==> config.mk <==
export PLATFORM = sky130hd
export DESIGN_NAME = ccd_line_timing_gen_flat
export DESIGN_NICKNAME = d
export VERILOG_FILES = /design/src/rtl/ccd_line_timing_gen_pkg.sv /design/src/rtl/ccd_line_timing_gen_if.sv /design/src/rtl/ccd_line_timing_gen_phase_window.sv /design/src/rtl/ccd_line_timing_gen.sv /design/src/flat_wrapper.sv
export SDC_FILE = /design/constraint.sdc
export NUM_CORES = 1
export LEC_CHECK = 0
export ABC_AREA = 1
export CAP_MARGIN = 20
export CORE_MARGIN = 1.5
export CORE_UTILIZATION = 52
export DETAILED_ROUTE_END_ITERATION = 8
export PLACE_DENSITY = 0.74
export SYNTH_ARGS = -nofsm -noshare
export SYNTH_HDL_FRONTEND = slang
export SYNTH_SLANG_ARGS = --single-unit
==> constraint.sdc <==
create_clock -name sys_clk -period 4.8 [get_ports sys_clk]
set_input_delay 0.96 -clock sys_clk [delete_from_list [all_inputs] [get_ports sys_clk]]
set_output_delay 0.96 -clock sys_clk [all_outputs]
set_load 0.02 [all_outputs]
==> src/rtl/ccd_line_timing_gen_pkg.sv <==
// ---------------------------------------------------------------------------
// ccd_timing_pkg
// Shared definitions for the two-phase linear CCD line timing generator:
// sequencer state encoding, the half-period floor and default window
// placement used by ccd_line_timing_gen.
// ---------------------------------------------------------------------------
package ccd_timing_pkg;

    typedef enum logic [1:0] {
        ST_IDLE  = 2'd0,
        ST_SETUP = 2'd1,
        ST_LOAD  = 2'd2,
        ST_TRAN  = 2'd3
    } ccd_state_e;

    // Shortest f1 half-period that still leaves room for rs/cp/sample slots.
    localparam int unsigned MIN_HALF_PERIOD = 4;

    localparam int unsigned DEF_PXL_W      = 12;
    localparam int unsigned DEF_DIV_W      = 10;
    localparam int unsigned DEF_SH_START   = 60;
    localparam int unsigned DEF_SH_STOP    = 211;
    localparam int unsigned DEF_RS_START   = 1;
    localparam int unsigned DEF_RS_WIDTH   = 10;
    localparam int unsigned DEF_CP_START   = 11;
    localparam int unsigned DEF_CP_WIDTH   = 10;
    localparam int unsigned DEF_SAMPLE_POS = 22;

endpackage

==> src/rtl/ccd_line_timing_gen_if.sv <==
// ---------------------------------------------------------------------------
// ccd_line_timing_gen_if
// Control/status and sensor-pin bundle of the CCD line timing generator.
//   master : acquisition controller side (drives start/cont/operands)
//   slave  : timing generator side (drives sensor pins, busy, strobes)
// PXL_W/DIV_W must match the generator instance parameters.
// ---------------------------------------------------------------------------
interface ccd_line_timing_gen_if #(
    parameter int unsigned PXL_W = 12,
    parameter int unsigned DIV_W = 10
);
    logic             start;
    logic             cont;
    logic [DIV_W-1:0] half_period;
    logic [PXL_W-1:0] line_pixels;
    logic [DIV_W-1:0] load_cycles;
    logic             sh;
    logic             f1;
    logic             f2;
    logic             f2b;
    logic             rs;
    logic             cp;
    logic             busy;
    logic             line_done;
    logic             pxl_valid;
    logic [PXL_W-1:0] pxl_idx;

    modport master (
        output start, cont, half_period, line_pixels, load_cycles,
        input  sh, f1, f2, f2b, rs, cp, busy, line_done, pxl_valid, pxl_idx
    );

    modport slave (
        input  start, cont, half_period, line_pixels, load_cycles,
        output sh, f1, f2, f2b, rs, cp, busy, line_done, pxl_valid, pxl_idx
    );
endinterface

==> src/rtl/ccd_line_timing_gen_phase_window.sv <==
// ---------------------------------------------------------------------------
// ccd_phase_window
// Compare-and-clip window decoder: level is high while
//   start <= pos < start + width  and  pos <= limit.
// The end is computed one bit wider so start+width never wraps.
// Ports: pos, start, width, limit (W bits) in; level out.
// ---------------------------------------------------------------------------
module ccd_phase_window #(
    parameter int unsigned W = 10
) (
    input  logic [W-1:0] pos,
    input  logic [W-1:0] start,
    input  logic [W-1:0] width,
    input  logic [W-1:0] limit,
    output logic         level
);
    logic [W:0] stop_s;

    assign stop_s = {1'b0, start} + {1'b0, width};
    assign level  = ({1'b0, pos} >= {1'b0, start}) &&
                    ({1'b0, pos} <  stop_s) &&
                    (pos <= limit);
endmodule

==> src/rtl/ccd_line_timing_gen.sv <==
// ---------------------------------------------------------------------------
// ccd_line_timing_gen
// Two-phase linear CCD line sequencer (IDLE -> SETUP -> LOAD -> TRAN) with
// run-time half-period, pixel count and load length, single-shot or
// continuous lines, and an optional per-pixel ADC sample strobe.
// Ports: sys_clk, sys_rst_n (async active-low), bus (ccd_line_timing_gen_if
// slave: start/cont/operands in; sh, f1, f2, f2b, rs, cp, busy, line_done,
// pxl_valid, pxl_idx out).
// Build option: CCD_SAMPLE_STROBE_EN enables pxl_valid/pxl_idx; otherwise
// both are tied to zero and sensor timing is unchanged.
// ---------------------------------------------------------------------------
module ccd_line_timing_gen
    import ccd_timing_pkg::*;
#(
    parameter int unsigned PXL_W      = DEF_PXL_W,
    parameter int unsigned DIV_W      = DEF_DIV_W,
    parameter int unsigned SH_START   = DEF_SH_START,
    parameter int unsigned SH_STOP    = DEF_SH_STOP,
    parameter int unsigned RS_START   = DEF_RS_START,
    parameter int unsigned RS_WIDTH   = DEF_RS_WIDTH,
    parameter int unsigned CP_START   = DEF_CP_START,
    parameter int unsigned CP_WIDTH   = DEF_CP_WIDTH,
    parameter int unsigned SAMPLE_POS = DEF_SAMPLE_POS
) (
    input  logic                  sys_clk,
    input  logic                  sys_rst_n,
    ccd_line_timing_gen_if.slave  bus
);
    localparam logic [DIV_W-1:0] HP_MIN   = DIV_W'(MIN_HALF_PERIOD);
    // sh is strictly inside (SH_START, SH_STOP): first high count is SH_START+1.
    localparam logic [DIV_W-1:0] SH_LO    = DIV_W'(SH_START + 1);
    localparam logic [DIV_W-1:0] SH_LEN   = DIV_W'(SH_STOP - SH_START - 1);
    localparam logic [DIV_W-1:0] RS_LO    = DIV_W'(RS_START);
    localparam logic [DIV_W-1:0] RS_LEN   = DIV_W'(RS_WIDTH);
    localparam logic [DIV_W-1:0] CP_LO    = DIV_W'(CP_START);
    localparam logic [DIV_W-1:0] CP_LEN   = DIV_W'(CP_WIDTH);

    ccd_state_e       state_r, state_s;
    logic [DIV_W-1:0] cnt_r, cnt_s;
    logic [DIV_W-1:0] div_r, div_s;
    logic [PXL_W-1:0] pix_r, pix_s;
    logic             f1_r, f1_s;
    logic [DIV_W-1:0] hp_r, load_r;
    logic [PXL_W-1:0] npix_r;
    logic             sh_r, rs_r, cp_r, busy_r, line_done_r;
    logic             pxl_valid_r;
    logic [PXL_W-1:0] pxl_idx_r;

    logic [DIV_W-1:0] hp_m1_s, load_m1_s;
    logic             cnt_last_s, div_wrap_s;
    logic             sh_win_s, rs_win_s, cp_win_s;

    assign hp_m1_s    = hp_r - DIV_W'(1);
    assign load_m1_s  = load_r - DIV_W'(1);
    // A zero load length degenerates to a single-cycle phase.
    assign cnt_last_s = ({1'b0, cnt_r} + {{DIV_W{1'b0}}, 1'b1}) >= {1'b0, load_r};
    assign div_wrap_s = (div_r == hp_m1_s);

    // Next sequencer position; outputs are decoded from it so they register in step.
    always_comb begin
        state_s = state_r;
        cnt_s   = cnt_r;
        div_s   = div_r;
        pix_s   = pix_r;
        f1_s    = f1_r;
        case (state_r)
            ST_IDLE: begin
                f1_s = 1'b0;
                if (bus.start) begin
                    state_s = ST_SETUP;
                    cnt_s   = '0;
                    div_s   = '0;
                    pix_s   = '0;
                end else begin
                    state_s = ST_IDLE;
                end
            end
            ST_SETUP: begin
                if (cnt_last_s) begin
                    state_s = ST_LOAD;
                    cnt_s   = '0;
                    f1_s    = 1'b1;
                end else begin
                    cnt_s   = cnt_r + DIV_W'(1);
                    f1_s    = 1'b0;
                end
            end
            ST_LOAD: begin
                if (cnt_last_s) begin
                    // TRAN opens with the f1-low half.
                    state_s = ST_TRAN;
                    cnt_s   = '0;
                    div_s   = '0;
                    pix_s   = '0;
                    f1_s    = 1'b0;
                end else begin
                    cnt_s   = cnt_r + DIV_W'(1);
                    f1_s    = 1'b1;
                end
            end
            ST_TRAN: begin
                if (div_wrap_s) begin
                    div_s = '0;
                    if (!f1_r) begin
                        // f1 rising edge advances the pixel counter.
                        f1_s  = 1'b1;
                        pix_s = pix_r + PXL_W'(1);
                    end else if (pix_r == npix_r) begin
                        state_s = bus.cont ? ST_SETUP : ST_IDLE;
                        cnt_s   = '0;
                        pix_s   = '0;
                        f1_s    = 1'b0;
                    end else begin
                        f1_s  = 1'b0;
                    end
                end else begin
                    div_s = div_r + DIV_W'(1);
                end
            end
            default: begin
                state_s = ST_IDLE;
                cnt_s   = '0;
                div_s   = '0;
                pix_s   = '0;
                f1_s    = 1'b0;
            end
        endcase
    end

    ccd_phase_window #(.W(DIV_W)) u_sh_win (
        .pos(cnt_s), .start(SH_LO), .width(SH_LEN), .limit(load_m1_s), .level(sh_win_s)
    );
    ccd_phase_window #(.W(DIV_W)) u_rs_win (
        .pos(div_s), .start(RS_LO), .width(RS_LEN), .limit(hp_m1_s), .level(rs_win_s)
    );
    ccd_phase_window #(.W(DIV_W)) u_cp_win (
        .pos(div_s), .start(CP_LO), .width(CP_LEN), .limit(hp_m1_s), .level(cp_win_s)
    );

    // Sequencer state, operand latch and registered sensor/handshake outputs.
    always_ff @(posedge sys_clk or negedge sys_rst_n) begin
        if (!sys_rst_n) begin
            state_r     <= ST_IDLE;
            cnt_r       <= '0;
            div_r       <= '0;
            pix_r       <= '0;
            f1_r        <= 1'b0;
            hp_r        <= HP_MIN;
            npix_r      <= PXL_W'(1);
            load_r      <= '0;
            sh_r        <= 1'b0;
            rs_r        <= 1'b0;
            cp_r        <= 1'b0;
            busy_r      <= 1'b0;
            line_done_r <= 1'b0;
        end else begin
            if ((state_r == ST_IDLE) && bus.start) begin
                hp_r   <= (bus.half_period < HP_MIN) ? HP_MIN : bus.half_period;
                npix_r <= (bus.line_pixels == PXL_W'(0)) ? PXL_W'(1) : bus.line_pixels;
                load_r <= bus.load_cycles;
            end else begin
                hp_r   <= hp_r;
                npix_r <= npix_r;
                load_r <= load_r;
            end
            state_r     <= state_s;
            cnt_r       <= cnt_s;
            div_r       <= div_s;
            pix_r       <= pix_s;
            f1_r        <= f1_s;
            sh_r        <= (state_s == ST_LOAD) && sh_win_s;
            rs_r        <= (state_s == ST_TRAN) && !f1_s && rs_win_s;
            cp_r        <= (state_s == ST_TRAN) && !f1_s && cp_win_s;
            busy_r      <= (state_s != ST_IDLE);
            line_done_r <= (state_s == ST_TRAN) && f1_s &&
                           (div_s == hp_m1_s) && (pix_s == npix_r);
        end
    end

`ifdef CCD_SAMPLE_STROBE_EN
    localparam logic [DIV_W-1:0] SAMP_POS = DIV_W'(SAMPLE_POS);
    logic [DIV_W-1:0] samp_s;

    assign samp_s = (SAMP_POS < hp_r) ? SAMP_POS : hp_m1_s;

    // ADC strobe once per f1-low half, tagged with the pixel being read.
    always_ff @(posedge sys_clk or negedge sys_rst_n) begin
        if (!sys_rst_n) begin
            pxl_valid_r <= 1'b0;
            pxl_idx_r   <= '0;
        end else begin
            pxl_valid_r <= (state_s == ST_TRAN) && !f1_s && (div_s == samp_s);
            pxl_idx_r   <= pix_s;
        end
    end
`else
    assign pxl_valid_r = 1'b0;
    assign pxl_idx_r   = '0;
`endif

    assign bus.sh        = sh_r;
    assign bus.f1        = f1_r;
    assign bus.f2        = ~f1_r;
    assign bus.f2b       = ~f1_r;
    assign bus.rs        = rs_r;
    assign bus.cp        = cp_r;
    assign bus.busy      = busy_r;
    assign bus.line_done = line_done_r;
    assign bus.pxl_valid = pxl_valid_r;
    assign bus.pxl_idx   = pxl_idx_r;

endmodule

==> src/flat_wrapper.sv <==
// flat-port wrapper written by rule: the top's interface ports become plain ports
module ccd_line_timing_gen_flat import ccd_timing_pkg::*;
#(
    parameter int unsigned PXL_W      = DEF_PXL_W,
    parameter int unsigned DIV_W      = DEF_DIV_W,
    parameter int unsigned SH_START   = DEF_SH_START,
    parameter int unsigned SH_STOP    = DEF_SH_STOP,
    parameter int unsigned RS_START   = DEF_RS_START,
    parameter int unsigned RS_WIDTH   = DEF_RS_WIDTH,
    parameter int unsigned CP_START   = DEF_CP_START,
    parameter int unsigned CP_WIDTH   = DEF_CP_WIDTH,
    parameter int unsigned SAMPLE_POS = DEF_SAMPLE_POS
)
  (sys_clk, sys_rst_n, bus_start, bus_cont, bus_half_period, bus_line_pixels, bus_load_cycles, bus_sh, bus_f1, bus_f2, bus_f2b, bus_rs, bus_cp, bus_busy, bus_line_done, bus_pxl_valid, bus_pxl_idx);
  ccd_line_timing_gen_if #(.PXL_W(PXL_W), .DIV_W(DIV_W)) bus_i ();
  input  logic sys_clk;
  input  logic sys_rst_n;
  input wire logic [$bits(bus_i.start)-1:0] bus_start;
  input wire logic [$bits(bus_i.cont)-1:0] bus_cont;
  input wire logic [$bits(bus_i.half_period)-1:0] bus_half_period;
  input wire logic [$bits(bus_i.line_pixels)-1:0] bus_line_pixels;
  input wire logic [$bits(bus_i.load_cycles)-1:0] bus_load_cycles;
  output wire logic [$bits(bus_i.sh)-1:0] bus_sh;
  output wire logic [$bits(bus_i.f1)-1:0] bus_f1;
  output wire logic [$bits(bus_i.f2)-1:0] bus_f2;
  output wire logic [$bits(bus_i.f2b)-1:0] bus_f2b;
  output wire logic [$bits(bus_i.rs)-1:0] bus_rs;
  output wire logic [$bits(bus_i.cp)-1:0] bus_cp;
  output wire logic [$bits(bus_i.busy)-1:0] bus_busy;
  output wire logic [$bits(bus_i.line_done)-1:0] bus_line_done;
  output wire logic [$bits(bus_i.pxl_valid)-1:0] bus_pxl_valid;
  output wire logic [$bits(bus_i.pxl_idx)-1:0] bus_pxl_idx;
  assign bus_i.start = bus_start;
  assign bus_i.cont = bus_cont;
  assign bus_i.half_period = bus_half_period;
  assign bus_i.line_pixels = bus_line_pixels;
  assign bus_i.load_cycles = bus_load_cycles;
  assign bus_sh = bus_i.sh;
  assign bus_f1 = bus_i.f1;
  assign bus_f2 = bus_i.f2;
  assign bus_f2b = bus_i.f2b;
  assign bus_rs = bus_i.rs;
  assign bus_cp = bus_i.cp;
  assign bus_busy = bus_i.busy;
  assign bus_line_done = bus_i.line_done;
  assign bus_pxl_valid = bus_i.pxl_valid;
  assign bus_pxl_idx = bus_i.pxl_idx;
  ccd_line_timing_gen #(.PXL_W(PXL_W), .DIV_W(DIV_W), .SH_START(SH_START), .SH_STOP(SH_STOP), .RS_START(RS_START), .RS_WIDTH(RS_WIDTH), .CP_START(CP_START), .CP_WIDTH(CP_WIDTH), .SAMPLE_POS(SAMPLE_POS)) u_core (.sys_clk(sys_clk), .sys_rst_n(sys_rst_n), .bus(bus_i));
endmodule
* Word level (Yosys, flattened, before mapping)
Index checks and enable logic that the tools add are counted.
W data, S select, Z words.
** Operators by class
- Reduce and logical (&&, ||, !) cells :: 19
- Equal/unequal tests :: 9
- $add $sub $neg :: 6
- Magnitude comparators :: 10
- Bitwise operators :: 1
- Muxes and demuxes :: 31
** Operators by type and width (count)
- $mux W10 :: 9
- $mux W12 :: 6
- $pmux W10 S3 :: 2
- $pmux W12 S3 :: 1
- $eq A12 B12 Y1 :: 2
- $add A10 B1 Y10 const B :: 2
- $eq A10 B10 Y1 :: 2
- $le A10 B10 Y1 :: 2
- $sub A10 B1 Y10 const B :: 2
- $logic_and A1 B1 Y1 :: 14
- $add A12 B1 Y12 const B :: 1
- $logic_not A12 Y1 :: 1
- $add A10 B1 Y11 const B :: 1
- $ge A11 B10 Y1 :: 1
- $ge A10 B1 Y1 const B :: 1
- $ge A10 B4 Y1 const B :: 1
- $ge A10 B6 Y1 const B :: 1
- $lt A10 B3 Y1 const B :: 1
- $lt A10 B4 Y1 const B :: 1
- $lt A10 B5 Y1 const B :: 1
- $lt A10 B8 Y1 const B :: 1
- $mux W2 :: 5
- $eq A2 B2 Y1 const B :: 4
- $pmux W2 S4 :: 1
- other kinds (8) :: 13
** Word-level totals
- Input bits :: 36
- Register bits :: 72
- Logic and storage cells :: 89
- Output and inout bits :: 21

* Longest topological paths before layout
Gate-level depths: netlist of run 1.
- Depth after elaboration :: 9
- Mapped depth :: 34
- Mapped depth without buffers :: 34

* Cells and area by module
From an unflattened synthesis of run 1, not the netlist that was laid out.
** Unflattened totals
- Cells, all modules :: 1399
- Area total of the unflattened synthesis :: 9064.9 µm²
** By module, submodules not included
- ccd_line_timing_gen :: cells each 841, times used 1, sequential area each 1804.2 µm², area an instance 5487.8 µm²
- ccd_phase_window :: cells each 186, times used 3, sequential area each 0.0 µm², area an instance 1192.4 µm²

* Worst setup path before layout of run 1
Ideal clock, no wire load.
- Kind :: flip-flop to flip-flop
- Start point :: reg u_core.cnt_r[0]
- End point :: reg u_core.sh_r (netlist: u_core.bus.sh)
- Path buffers :: 0
- Required time :: 4729 ps
- Library setup time :: 71 ps
- Arrival :: 3659 ps
- Clock period less this slack :: 3731 ps
- Stages on the path, launching flop included :: 30
- Slack :: 1069 ps
- Cells stage by stage :: dfrtp_1 > ha_1 > nand2_1 > inv_1 > nand2_1 > nor2_1 > inv_1 > nand2_1 > inv_1 > ha_1 > a21o_1 > nor2_1 > nand2_1 > nand2_1 > nand3b_1 > nand2_1 > nand2_1 > nor2_1 > inv_1 > o21ai_0 > nand2_1 > o21ai_0 > ha_1 > nand4_1 > or4_1 > o21ai_0 > nand3_1 > nor2_1 > nand2_1 > nor2_1
** On the way
- Cells in the longest elaborated chain, start to end :: 8
- Elaborated cells on any way between the ends :: 19
- Classes of those cells :: add/sub (2); order compare (4); eq/ne (1); mux (9); reduce/logical (3)
** RTL lines
- from (decl) :: RTL line ccd_line_timing_gen.sv:39 : logic [DIV_W-1:0] cnt_r, cnt_s;
- from (signal assigned) :: RTL line ccd_line_timing_gen.sv:167 : cnt_r <= cnt_s;
- $add A10 B1 Y11 :: RTL line ccd_line_timing_gen.sv:56 : assign cnt_last_s = ({1'b0, cnt_r} + {{DIV_W{1'b0}}, 1'b1}) >= {1'b0, load_r};
- $ge A11 B10 Y1 :: RTL line ccd_line_timing_gen.sv:56
- $mux W10 * :: RTL line ccd_line_timing_gen.sv:79, ccd_line_timing_gen.sv:89
- $pmux W10 S3 * :: RTL line ccd_line_timing_gen.sv:66 : case (state_r)
- net u_core.cnt_s[7] :: RTL line ccd_line_timing_gen.sv:39
- $ge A10 B6 Y1 / $lt A10 B8 Y1 (equally long branches) :: RTL line ccd_line_timing_gen_phase_window.sv:20, ccd_line_timing_gen_phase_window.sv:21
- $logic_and A1 B1 Y1 :: RTL line ccd_line_timing_gen_phase_window.sv:20 : assign level = ({1'b0, pos} >= {1'b0, start}) &&
- $logic_and A1 B1 Y1 * :: RTL line ccd_line_timing_gen_phase_window.sv:21 : ({1'b0, pos} < stop_s) &&
- $logic_and A1 B1 Y1 * :: RTL line ccd_line_timing_gen.sv:171 : sh_r <= (state_s == ST_LOAD) && sh_win_s;
- to (signal assigned) :: RTL line ccd_line_timing_gen.sv:171
- to (decl) :: RTL line ccd_line_timing_gen.sv:45 : logic sh_r, rs_r, cp_r, busy_r, line_done_r;
Mark *: on every way through the listed nets, which the timed path passes. The rest lies on a longest branch.
A chain may end at the register's enable or synchronous reset.

* Worst setup path in the final report of run 1
- Start point :: reg u_core.cnt_r[0]
- End point :: reg u_core.line_done_r (netlist: u_core.bus.line_done)
** On the way
- Elaborated cells on any way between the ends :: 18
- Classes of those cells :: add/sub (1); order compare (1); eq/ne (3); mux (10); reduce/logical (3)
** RTL lines
- $add A10 B1 Y11 :: RTL line ccd_line_timing_gen.sv:56
- $ge A11 B10 Y1 :: RTL line ccd_line_timing_gen.sv:56
- $mux W10 :: RTL line ccd_line_timing_gen.sv:89 : if (cnt_last_s) begin
- $pmux W10 S3 :: RTL line ccd_line_timing_gen.sv:66
- net u_core.div_s[3] :: RTL line ccd_line_timing_gen.sv:40 : logic [DIV_W-1:0] div_r, div_s;
- $eq A10 B10 Y1 :: RTL line ccd_line_timing_gen.sv:176 : (div_s == hp_m1_s) && (pix_s == npix_r);
- $logic_and A1 B1 Y1 :: RTL line ccd_line_timing_gen.sv:175 : line_done_r <= (state_s == ST_TRAN) && f1_s &&
- $logic_and A1 B1 Y1 :: RTL line ccd_line_timing_gen.sv:176
- to (signal assigned) :: RTL line ccd_line_timing_gen.sv:175
- to (decl) :: RTL line ccd_line_timing_gen.sv:45
The timed path passes the listed nets, and every way through them passes these cells.

==> key figures, run 1 <==
Global route
  – GRT Overall Usage: 0.2753
  – Maximum number of pins on one net before global-route repair: 73
  – Grt ovf: 0
  – Vias in the first global route: 5773
  – First-pass GRT wire length: 27540 µm
  – Initial antenna violation count: 0

Final layout
  – Layout area overhead: 12.64%
  – Nets: 1055
  – Fillers: 1077
  – Share of cells above drive strength 1: 0.05888
  – ANT cells: 0

Run
  – MaxCap Viol Count: 0

CTS
  – CTS root buffer: clkbuf_16
  – TritonCTS Buffers: 9
  – Insertion delay to the later sink of the worst-skew pair: 360 ps
  – Cts hold-fix bufs: 0
  – Clock sinks: 72
  – Clk slew on worst S/H paths: 70 ps
  – CTS tree: done
  – H-tree depth: 3
  – Clock Path Buffers: 2

Worst setup path
  – Slowest stage cell, crit path: o22ai_1
  – CP startpoint: u_core.cnt_r[0]
  – Crit path DAT: 4560 ps
  – Crit path buf inv count: 4
  – CP endpoint kind: register
  – Crit Path Class: register to register
  – Startpoint types: register
  – Crit path max-delay family: simple AND/OR/NAND/NOR gates
  – CP Data Required Time: 5090 ps
  – R2R Path Start: u_core.cnt_r[0]
  – CP max stage delay: 440 ps
  – Max FO, Critical Path: 14
  – Cell repeated most along the worst path: nand2_1

Timing
  – Final setup TNS: 0 ps
  – Slew Limit Fails: 0
  – Clk_skew: 14.83 ps
  – RSZ-0062 raised after global routing: no
  – Slew HR: 0.3685
  – Fin. Hold Viols: 0
  – Hold_ws: 512.5 ps
  – Final period util: 0.8901
  – Final min period: 4273 ps
  – Slew of the pin with the lowest slew margin: 947.3 ps
  – Setup Viol. Count Final: 0
  – Fmax: 0.2341 GHz

Logic synthesis
  – Dominant cells by area after synthesis: dfrtp_1, nand2_1, ha_1, inv_1, nand3_1
  – YS warnings: 0
  – Synth async-reset ratio: 1.000
  – Share of Yosys cell area claimed by the top area cell type: 0.2854
  – Post-synthesis sequential area ratio: 0.2940
  – Prevailing post-synth register cell: dfrtp_1
  – Mapped cell area: 0.006137 mm²
  – #FFs+latches synth: 72
  – Post-synth EDFFs: 0
  – Synth Area per Inst: 6.536 µm²
  – Syn Inst Count: 939
  – Dominant cell type by area after synthesis: dfrtp_1
  – Cell variety after synth: 42

Route
  – # DRC: 0
  – DR vias: 6075
  – Vias per inst: 5.386
  – Final ANT Viol Nets: 0
  – Starting DRT DRC Count: 392
  – DRT Pass-1 Iters: 8
  – Total Routed Length: 16340 µm
  – Drt wl/cell: 14.49 µm

Die
  – Initial core utilization: 0.5352
  – Io pins: 57
  – Core ar.: 0.01147 mm²
  – Die H: 111.6 µm
  – Full die area: 0.01246 mm²
  – Chip width: 111.6 µm
  – # rows: 39

Hold path
  – HP Class: register to register
  – Hold wc startpoint: u_core.npix_r[0]

Pwr
  – Power per cell area: 508.5 mW/mm²
  – VDD IR max: 328.1 µV
  – Lkg Pwr: 0.003571 µW

Placed design
  – Buffers added on ports: 43
  – Hpwl dp: 12380 µm
  – GP Congestion: 0.9355

Status
  – Status: finished, final reports clean
==> registers in the layout, summed over array words and instances, names as in the netlist <==
name,flops
u_core.npix_r,12
u_core.pix_r,12
u_core.cnt_r,10
u_core.div_r,10
u_core.hp_r,10
u_core.load_r,10
u_core.state_r,2
u_core.bus.busy,1
u_core.bus.cp,1
u_core.bus.f1,1
u_core.bus.line_done,1
u_core.bus.rs,1
u_core.bus.sh,1
==> layout make-up <==
type	count	area [µm²]	share of cell area
clock buffers	12	236.5	0.03421
clock inverters	4	45.04	0.006516
inverters	132	499.2	0.07222
multi-input cells	718	3691	0.5339
flip-flops and latches	72	1804	0.2610
well taps	143	178.9	0.02588
repair buffers	47	457.9	0.06624
==> layout by cell type, fill, tap and decap left out, types with 2 or more instances in the layout <==
cell	n
nor4_1	5
o21ai_0	54
nor2_2	6
clkinv_2	3
a21oi_1	24
inv_2	2
nand2_2	13
xor2_1	22
xnor2_1	3
clkbuf_16	9
nand3_1	87
ha_1	39
or2_2	2
nand3_2	3
dfrtp_1	70
inv_1	129
nor3_1	17
nor2_1	77
a21o_1	2
o211ai_1	5
buf_4	5
o22ai_1	8
conb_1	13
nand4_1	17
clkdlybuf4s50_1	42
nand2_4	3
nand3b_1	3
dfstp_2	2
nor2_4	4
nand2_1	300
clkbuf_1	3
==> metal layers <==
metal / global-route usage / part of all wire
met5: 0 / 0
met4: 0.1316 / 0.031
met3: 0.03484 / 0.056
met2: 0.4557 / 0.48
met1: 0.3575 / 0.44
==> synth_stat cells (6+ instances only) <==
cell type,instances
xor2_1,22
a21oi_1,24
nor2_1,77
nor3_1,17
o22ai_1,8
nand4_1,17
nand2_1,300
buf_4,15
inv_1,130
nand2_2,13
o21ai_0,54
nand3_1,87
ha_1,39
clkbuf_1,10
nor2_2,6
dfrtp_1,70
==> path summary, 6_finish.rpt <==
| path | endpoint | slack, ps | cells past startpoint |
|---|---|---|---|
| worst max-delay path | u_core.bus.line_done | 530 | 29 |
| worst min-delay path | u_core.npix_r[0] | 510 | 2 |
| worst max register to register | u_core.bus.line_done | 530 | 29 |
| worst min register to register | u_core.npix_r[0] | 510 | 2 |
| max in group asynchronous | u_core.bus.busy | 3430 | 1 |
| min in group asynchronous | u_core.load_r[3] | 760 | 1 |
==> report_power, final <==
group          internal, µW  total, µW  switching (µW)
Sequential              776        941             164
Clock                   401        676             275
Combinational           631       1900            1270
Total                  1810       3520            1710
==> cell families (layout without fill, tap and decap cells) <==
logic type	after synthesis	after routing	share of synthesized area
other	1	13	0.0006110
AO/OA/AOI/OAI	100	100	0.08991
buffers and inverters	161	195	0.1119
adder cells (fa/ha/maj)	39	39	0.07951
AND/OR/NAND/NOR	541	541	0.3884
XOR/XNOR	25	25	0.03568
flip-flops	72	72	0.2940
==> what timing repair did <==
| action | 4_1_cts | 5_1_grt |
|---|---|---|
| setup buffers | 0 | 0 |
| resized for setup | 0 | 1 |
| hold endpoints to repair | 0 | 0 |
| endpoints found under the setup margin | 0 | 1 |
==> worst register-to-register path: cells and delay by family, from the launching register on <==
| family | cells | cell delay (ps) |
|---|---|---|
| compound gates | 2 | 640 |
| fa+ha+maj | 3 | 690 |
| buf+inv | 4 | 470 |
| flops | 1 | 410 |
| simple gates | 20 | 1980 |
==> through the flow <==
step                      instance area [µm²]  cells  total power, µW  worst slack, ps  utilization
after floorplan                          6182    951             2305             1069            -
after global placement                   6628   1112             2796            695.4       0.5780
after detailed placement                 6628   1112             2820            596.7       0.5780
after CTS                                6909   1128             3505            548.1       0.6025
after global routing                     6913   1128             3860            21.31       0.6028
final                                    6913   1128             3515            527.5       0.6028
Note: power is estimated with default switching activity, not from simulation.
==> run 2, diff against run 1 <==
--- a/config.mk
+++ b/config.mk
@@ -6,7 +6,7 @@
 export NUM_CORES = 1
 export LEC_CHECK = 0
 export ABC_AREA = 1
-export CAP_MARGIN = 20
+export CAP_MARGIN = 30
 export CORE_MARGIN = 1.5
 export CORE_UTILIZATION = 52
 export DETAILED_ROUTE_END_ITERATION = 8
==> key figures, run 2 (synthesized netlist as in run 1, its figures left out) <==
Pwr
  – Tot Pwr: 3520 µW (was 3515 µW)
  – Lkg Pwr: 0.003584 µW (was 0.003571 µW)
  – Power per cell area: 507.2 mW/mm² (was 508.5 mW/mm²)
  – VDD IR max: 329.1 µV (was 328.1 µV)

CTS
  – Insertion delay to the later sink of the worst-skew pair: 360 ps (about the same)
  – Clock sinks: 72 (unchanged)
  – CTS root buffer: clkbuf_16 (unchanged)
  – Clock Path Buffers: 2 (unchanged)
  – TritonCTS Buffers: 9 (unchanged)
  – Clk slew on worst S/H paths: 70 ps (about the same)
  – Post-CTS setup buffers: 0 (unchanged)
  – Cts hold-fix bufs: 0 (unchanged)
  – CTS tree: done (unchanged)
  – H-tree depth: 3 (unchanged)

Final layout
  – Nets: 1056 (was 1055)
  – Commonest non-fill, non-tap cell in the layout: nand2_1 (unchanged)
  – Post-route design area: 0.006940 mm² (was 0.006913 mm²)
  – ANT cells: 0 (unchanged)
  – Non-filler cells, final: 1129 (was 1128)
  – Share of cells above drive strength 1: 0.05984 (was 0.05888)
  – Layout area overhead: 13.09% (was 12.64%)
  – Most frequent cells in the layout: nand2_1, inv_1, nand3_1 (unchanged)
  – Largest regs: u_core.npix_r x12, u_core.pix_r x12 (unchanged)
  – Post-layout util: 0.6052 (was 0.6028)
  – Fillers: 1073 (was 1077)

Status
  – Status: finished, final reports clean (unchanged)

Global route
  – Maximum number of pins on one net before global-route repair: 73 (unchanged)
  – First-pass GRT wire length: 27540 µm (unchanged)
  – Grt ovf: 0 (unchanged)
  – Initial antenna violation count: 0 (unchanged)
  – GRT Overall Usage: 0.2753 (unchanged)
  – Vias in the first global route: 5773 (unchanged)

Worst setup path
  – Startpoint types: register (unchanged)
  – Max FO, Critical Path: 14 (unchanged)
  – Cell repeated most along the worst path: nand2_1 (unchanged)
  – CP endpoint kind: register (unchanged)
  – Crit path DAT: 4580 ps (was 4560 ps)
  – CP Data Required Time: 5090 ps (about the same)
  – Crit Path Class: register to register (unchanged)
  – CP max stage delay: 450 ps (was 440 ps)
  – Slowest stage cell, crit path: o22ai_1 (unchanged)

Timing
  – Final setup TNS: 0 ps (unchanged)
  – Slew HR: 0.5460 (was 0.3685)
  – RSZ-0062 raised after global routing: no (unchanged)
  – Final min period: 4283 ps (was 4273 ps)
  – Slew Limit Fails: 0 (unchanged)
  – Slew of the pin with the lowest slew margin: 680.3 ps (was 947.3 ps)
  – Clk_skew: 16.90 ps (was 14.83 ps)
  – Final period util: 0.8922 (was 0.8901)
  – Fin. Hold Viols: 0 (unchanged)
  – Fmax: 0.2335 GHz (was 0.2341 GHz)
  – Setup Viol. Count Final: 0 (unchanged)

Placed design
  – Area post-placement: 0.006628 mm² (unchanged)
  – Hpwl dp: 12380 µm (unchanged)
  – GP Congestion: 0.9355 (unchanged)
  – Placed cell count: 1112 (unchanged)
  – Buffers added on ports: 43 (unchanged)

Route
  – Final ANT Viol Nets: 0 (unchanged)
  – Starting DRT DRC Count: 407 (was 392)
  – Vias per inst: 5.413 (was 5.386)
  – Drt wl/cell: 14.50 µm (was 14.49 µm)
  – # DRC: 0 (unchanged)
  – Total Routed Length: 16370 µm (was 16340 µm)
  – DRT Pass-1 Iters: 7 (was 8)
  – DR vias: 6111 (was 6075)

Die
  – Io pins: 57 (unchanged)
  – # rows: 39 (unchanged)
  – Initial core utilization: 0.5352 (unchanged)
  – Full die area: 0.01246 mm² (unchanged)
  – Die H: 111.6 µm (unchanged)
  – Core ar.: 0.01147 mm² (unchanged)
  – Chip width: 111.6 µm (unchanged)

Hold path
  – HP Class: input port to asynchronous set/reset pin (was register to register)

Run
  – MaxCap Viol Count: 0 (unchanged)
[run 2: changes by cell type in the layout (fill, tap and decap cells not counted)]
| cell | delta |
|---|---|
| buf_16 | +1 |
[run 2: metrics by stage]
stage / hold WS (ps) / worst slack [ps]
final: 419.0 / 517.2
after global routing: 418.4 / 21.31
after global placement: 495.2 / 695.4
after detailed placement: 502.1 / 596.7
after floorplan: 476.5 / 1069
after CTS: 511.3 / 548.1
[run 2: layout make-up]
class | count | area, µm² | share of cell area
multi-input cells | 718 | 3691 | 0.5318
flip-flops and latches | 72 | 1804 | 0.2600
inverters | 132 | 499.2 | 0.07193
repair buffers | 48 | 485.5 | 0.06995
clock buffers | 12 | 236.5 | 0.03407
well taps | 143 | 178.9 | 0.02578
clock inverters | 4 | 45.04 | 0.006490
[run 2: worst max-delay path: cells and delay by family (launching register included)]
| family | cells | cell delay (ps) |
|---|---|---|
| and+or+nand+nor | 20 | 1990 |
| adders and majority gates | 3 | 690 |
| AOI/OAI and AO/OA | 2 | 640 |
| buffers and inverters | 4 | 470 |
| DFF | 1 | 410 |
[run 2: repair_timing]
item,4_1_cts,5_1_grt
hold endpoints to repair,0,0
setup endpoints to repair,0,1
gates resized for setup,0,1
[run 2: final timing paths]
check	startpoint	to	slack [ps]	depth (start not counted)
worst max register to register	u_core.cnt_r[0]	u_core.bus.line_done	520	29
worst min register to register	u_core.npix_r[0]	u_core.npix_r[0]	510	2
min in group sys_clk	u_core.npix_r[0]	u_core.npix_r[0]	510	2
max in group asynchronous	sys_rst_n	u_core.hp_r[2]	3780	2
worst max-delay path	u_core.cnt_r[0]	u_core.bus.line_done	520	29
worst min-delay path	sys_rst_n	u_core.load_r[3]	420	1
[run 2: layer usage]
| layer | global-route usage | vias up | part of all wire |
|---|---|---|---|
| li1 | - | 3071 | - |
| met1 | 0.3575 | 2781 | 0.43 |
| met2 | 0.4557 | 221 | 0.48 |
| met3 | 0.03484 | 38 | 0.062 |
| met4 | 0.1316 | 0 | 0.031 |
| met5 | 0 | - | 0 |
[run 2: where the power goes]
part           switching, µW  internal [µW]  leakage [µW]  total, µW
clock network            274            401      0.000140        675
logic                   1270            633       0.00250       1900
registers                166            776      0.000939        942
total                   1710           1810       0.00358       3520
